[src/rtl/mem_access_ctrl.sv]
// MEM-stage data-memory access sequencer: one outstanding req/ready bus cycle,
// byte-enable/lane generation for stores and aligned, extended load data.
//
// state  | meaning
// IDLE   | evaluate MEM-stage op; launch aligned access or flag misalignment
// ACCESS | bus request held until ready or timeout
// DONE   | one non-stalled cycle so the pipeline advances
module mem_access_ctrl #(
    parameter int TIMEOUT_CYCLES = 255,
    parameter int TO_W           = 8
) (
    input  logic        i_clk,
    input  logic        i_reset,
    input  logic        i_mem_mem2reg,
    input  logic        i_mem_wmem,
    input  logic        i_mem_lsb,
    input  logic        i_mem_lsh,
    input  logic        i_mem_loadsignext,
    input  logic [31:0] i_mem_addr,
    input  logic [31:0] i_mem_dmem,
    output logic        o_stall,
    output logic [31:0] o_load_data,
    output logic        o_load_valid,
    output logic        o_misaligned,
    output logic        o_bus_err,
    output logic        o_bus_req,
    output logic        o_bus_we,
    output logic [31:0] o_bus_addr,
    output logic [3:0]  o_bus_be,
    output logic [31:0] o_bus_wdata,
    input  logic        i_bus_ready,
    input  logic [31:0] i_bus_rdata
);

    typedef enum logic [1:0] {IDLE, ACCESS, DONE} state_t;

    localparam bit             TO_EN   = (TIMEOUT_CYCLES != 0);
    localparam logic [TO_W-1:0] TO_LAST = TO_W'(TIMEOUT_CYCLES - 1);

    state_t          state;
    logic [TO_W-1:0] to_cnt;

    logic        access, is_byte, is_half, misaligned;
    logic [3:0]  be_c;
    logic [31:0] wdata_c;

    // load attributes are latched at launch so extraction does not depend on
    // the MEM-stage inputs staying frozen
    logic        ld_pend, ld_byte, ld_half, ld_sext;
    logic [1:0]  ld_off;
    logic [7:0]  lane_b;
    logic [15:0] lane_h;
    logic [31:0] ext_c;

    assign access     = i_mem_mem2reg | i_mem_wmem;
    assign is_byte    = i_mem_lsb;
    assign is_half    = ~i_mem_lsb & i_mem_lsh;
    assign misaligned = (is_half & i_mem_addr[0]) |
                        (~is_byte & ~is_half & (i_mem_addr[1:0] != 2'b00));

    always_comb begin
        be_c    = 4'b1111;
        wdata_c = i_mem_dmem;
        if (is_byte) begin
            be_c    = 4'b0001 << i_mem_addr[1:0];
            wdata_c = {4{i_mem_dmem[7:0]}};
        end else if (is_half) begin
            be_c    = 4'b0011 << {i_mem_addr[1], 1'b0};
            wdata_c = {2{i_mem_dmem[15:0]}};
        end
    end

    always_comb begin
        lane_b = i_bus_rdata[{ld_off, 3'b000} +: 8];
        lane_h = ld_off[1] ? i_bus_rdata[31:16] : i_bus_rdata[15:0];
        if (ld_byte)
            ext_c = {{24{ld_sext & lane_b[7]}}, lane_b};
        else if (ld_half)
            ext_c = {{16{ld_sext & lane_h[15]}}, lane_h};
        else
            ext_c = i_bus_rdata;
    end

    assign o_stall = ((state == IDLE) & access & ~misaligned) | (state == ACCESS);

    always_ff @(posedge i_clk) begin
        if (i_reset) begin
            state        <= IDLE;
            to_cnt       <= '0;
            o_load_data  <= '0;
            o_load_valid <= 1'b0;
            o_misaligned <= 1'b0;
            o_bus_err    <= 1'b0;
            o_bus_req    <= 1'b0;
            o_bus_we     <= 1'b0;
            o_bus_addr   <= '0;
            o_bus_be     <= '0;
            o_bus_wdata  <= '0;
            ld_pend      <= 1'b0;
            ld_byte      <= 1'b0;
            ld_half      <= 1'b0;
            ld_sext      <= 1'b0;
            ld_off       <= '0;
        end else begin
            o_load_valid <= 1'b0;
            o_misaligned <= 1'b0;
            o_bus_err    <= 1'b0;
            case (state)
                IDLE: begin
                    if (access && misaligned) begin
                        o_misaligned <= 1'b1;
                        if (!i_mem_wmem)
                            o_load_data <= '0;
                    end else if (access) begin
                        o_bus_req   <= 1'b1;
                        o_bus_we    <= i_mem_wmem;
                        o_bus_addr  <= {i_mem_addr[31:2], 2'b00};
                        o_bus_be    <= be_c;
                        o_bus_wdata <= wdata_c;
                        ld_pend     <= ~i_mem_wmem;
                        ld_byte     <= is_byte;
                        ld_half     <= is_half;
                        ld_sext     <= i_mem_loadsignext;
                        ld_off      <= i_mem_addr[1:0];
                        state       <= ACCESS;
                    end
                end
                ACCESS: begin
                    if (i_bus_ready) begin
                        o_bus_req <= 1'b0;
                        if (ld_pend) begin
                            o_load_data  <= ext_c;
                            o_load_valid <= 1'b1;
                        end
                        state <= DONE;
                    end else if (TO_EN && to_cnt == TO_LAST) begin
                        o_bus_req <= 1'b0;
                        o_bus_err <= 1'b1;
                        if (ld_pend)
                            o_load_data <= '0;
                        state <= DONE;
                    end else begin
                        to_cnt <= to_cnt + TO_W'(1);
                    end
                end
                DONE: begin
                    to_cnt <= '0;
                    state  <= IDLE;
                end
                default: state <= IDLE;
            endcase
        end
    end

endmodule

[config.mk]
export PLATFORM = sky130hd
export DESIGN_NAME = mem_access_ctrl
export DESIGN_NICKNAME = d
export VERILOG_FILES = /design/src/rtl/mem_access_ctrl.sv
export SDC_FILE = /design/constraint.sdc
export NUM_CORES = 1
export LEC_CHECK = 0
export ABC_AREA = 1
export CORE_MARGIN = 3
export CORE_UTILIZATION = 30
export CTS_BUF_LIST = sky130_fd_sc_hd__clkbuf_4 sky130_fd_sc_hd__clkbuf_8
export DETAILED_ROUTE_END_ITERATION = 8
export GPL_ROUTABILITY_DRIVEN = 0
export PLACE_DENSITY = 0.64
export SYNTH_ARGS = -nofsm -noshare
export SYNTH_HDL_FRONTEND = slang
export SYNTH_SLANG_ARGS = --single-unit
[constraint.sdc]
create_clock -name i_clk -period 4.6 [get_ports i_clk]
set_clock_uncertainty 0.15 [all_clocks]
set_input_delay 0.69 -clock i_clk [delete_from_list [all_inputs] [get_ports i_clk]]
set_output_delay 0.69 -clock i_clk [all_outputs]
set_load 0.02 [all_outputs]
==> metrics.yaml <==
status: "completed"
synth_flop_cell: "dfxtp_1"
fmax_mhz: 294
area_growth_pct: 46.2
cts.clk_slew.worst_paths_ns: 0.07
grt_max_degree: 63
synth_top_area_share: 0.432
period_needed_ns: 3.40
synth_edf_count: 0
drv_cap: 0
yosys.cell_count.top_type: "nand2_1"
gr-usage-all-layers: 0.180
crit_slowest_cell: "clkdlybuf4s50_1"
routedWlPerCell_um: 15.3
io_buffers: 207
cp.required_ns: 3.76
tns_ns: 0
fin_nets: 1083
crit_path_start_kind: "input pin"
rsz0062_at_grt: "false"
ys_seq_area_frac: 0.432
worst_pin_slew_ns: 1.06
netlist_instances: 803
cts_buffer_depth: 2
grt_antenna_before_repair: 1
h-tree-depth: 4
post_cts_resized: 0
num_vias: 5951
root_buffer: "clkbuf_8"
powerDensity_nw_per_um2: 364
start_util: 0.312
grt_pass1_vias: 5480
ir_worst_vdd_v: 0.000191
synthTopCellsByCount: "nand2_1, dfxtp_1, nor2_1"
worstSetupPathType: "in2out"
synthesis.area_sq_um: 5510
die-area_sq_um: 20000
drt_pass1_iterations: 6
post_cts_buffers: 0
die_w_um: 142
rows: 48
ys_warn_count: 0
synth_seq_cells: 119
clock-sinks: 119
crit_chain: "clkdlybuf4s50_1, inv_1, nand2_1, o21ai_4, nand2_1, clkdlybuf4s50_1"
place_hpwl_um: 13100
async_flop_share: 0
cts_tree: "built"
synth_top_cell_by_area: "dfxtp_1"
syn_avg_cell_area_sq_um: 6.86
wl_um: 18500
synth.area.top_cells: "dfxtp_1, nand2_1, o21ai_0"
cp.arrival_ns: 2.56
period_share: 0.739
gr-total-overflow: 0
holdWs_ns: 0.309
crit_path_max_fanout: 13
maxSlewViolCount: 0
cp-end-kind: "output pin"
cts_hold_buf: 0
cp_top_family: "buffers and inverters"
pin_count: 210
die_h_um: 142
slowest_delay_ns: 0.55
clock_latency_ns: 0.42
synth.distinct_cells: 30
slew_headroom: 0.290
drive_gt1_frac: 0.0616
hold_class: "reg2reg"
hold_viol_final: 0
diodes: 0
grt_pass1_wl_um: 28700
via_per_inst: 4.90
core_area_sq_um: 17700
critical_path_buf_inv_count: 3
power_leakage_nw: 3.21
cts_made_buffers: 17
ant_nets: 0
setup_viol: 0
drc: 0
drt_iter0_drc: 355
[state kept, by name, indices dropped and copies added, names as in the netlist]
signal	cells
o_bus_wdata	32
o_load_data	32
o_bus_addr	30
to_cnt	8
o_bus_be	4
ld_off	2
state	2
ld_byte	1
ld_half	1
ld_pend	1
ld_sext	1
o_bus_err	1
o_bus_req	1
o_bus_we	1
o_load_valid	1
o_misaligned	1
[path summary, 6_finish.rpt]
| kind | from | to | slack, ns | depth (start not counted) |
|---|---|---|---|---|
| hold reg to reg | o_bus_req$_SDFFE_PP0P_ | o_bus_req$_SDFFE_PP0P_ | 0.31 | 2 |
| setup / recovery | i_mem_lsb | o_stall | 1.20 | 6 |
| hold / removal | o_bus_req$_SDFFE_PP0P_ | o_bus_req$_SDFFE_PP0P_ | 0.31 | 2 |
| setup reg to reg | ld_off[1]$_SDFFE_PP0P_ | o_load_data[9]$_SDFFE_PP0P_ | 2.34 | 4 |
[final cells by class]
| class | count | area [sq um] |
|---|---|---|
| flip-flops and latches | 119 | 2380 |
| multi-input cells | 584 | 2670 |
| clock inverters | 13 | 191 |
| inverters | 42 | 158 |
| fillers | 1855 | 9600 |
| clock buffers | 19 | 262 |
| repair buffers | 213 | 2110 |
| well taps | 225 | 282 |
[worst min-delay path, delay by kind of cell, from the launching register on]
kind | cells | cell delay (ns)
simple gates | 1 | 0.06
flops | 1 | 0.31
compound gates | 1 | 0.05
[power by group]
part | leakage [nW] | total, mW | internal, mW | switching (mW)
sequential | 0.976 | 1.17 | 1.11 | 0.0553
combinational | 2.01 | 0.691 | 0.305 | 0.386
clock | 0.219 | 1.08 | 0.625 | 0.451
total | 3.21 | 2.94 | 2.04 | 0.893
[through the flow]
step / area, sq um / setup WS, ns / std cells / utilization / power [mW]
after floorplan: 5520 / 2.44 / 804 / - / 1.57
after global placement: 7610 / 1.18 / 1183 / 0.431 / 1.88
after detailed placement: 7610 / 1.19 / 1183 / 0.431 / 1.89
after CTS: 8060 / 1.19 / 1215 / 0.456 / 2.97
after global routing: 8060 / 1.05 / 1215 / 0.456 / 3.10
final: 8060 / 1.20 / 1215 / 0.456 / 2.94
[layout by cell type, fill, tap and decap left out]
| cell | Yosys | routed |
|---|---|---|
| a21boi_0 | 3 | 3 |
| a21oi_1 | 84 | 84 |
| o21ai_1 | 4 | 4 |
| o31ai_1 | 2 | 2 |
| dfxtp_1 | 119 | 119 |
| or2_1 | 1 | 1 |
| nand2_2 | 1 | 1 |
| ha_1 | 2 | 2 |
| inv_1 | 35 | 35 |
| nand2_1 | 172 | 172 |
| nand3_2 | 1 | 1 |
| o211ai_1 | 15 | 15 |
| clkinvlp_4 | 0 | 3 |
| nand3_1 | 66 | 66 |
| clkinv_2 | 0 | 1 |
| nor4_1 | 2 | 2 |
| o21ai_4 | 1 | 1 |
| a221oi_1 | 1 | 1 |
| conb_1 | 1 | 2 |
| o211a_1 | 1 | 1 |
| clkbuf_8 | 0 | 19 |
| nor2_1 | 117 | 117 |
| inv_6 | 0 | 3 |
| clkdlybuf4s50_1 | 0 | 206 |
| buf_4 | 10 | 6 |
| o21ai_0 | 96 | 96 |
| xor2_1 | 1 | 1 |
| or2_2 | 10 | 10 |
| buf_2 | 22 | 1 |
| bufinv_16 | 0 | 4 |
| clkinv_4 | 0 | 2 |
| inv_2 | 7 | 7 |
| nor2_2 | 2 | 2 |
[layer usage]
| metal | GRT usage | wire, um |
|---|---|---|
| met1 | 0.222 | 7790 |
| met2 | 0.285 | 8360 |
| met3 | 0.0859 | 2170 |
| met4 | 0.0439 | 204 |
| met5 | 0 | 7 |
[cell families (layout without fill, tap and decap cells)]
group / count (synthesis) / count (layout) / share of synthesized area
and+or+nand+nor: 372 / 372 / 0.277
AOI/OAI and AO/OA: 207 / 207 / 0.201
DFF: 119 / 119 / 0.432
buffers and inverters: 101 / 287 / 0.0835
adders and majority gates: 2 / 2 / 0.00454
other: 1 / 2 / 0.000680
xor gates and xnor gates: 1 / 1 / 0.00159
(Power assumes the default switching activity.)
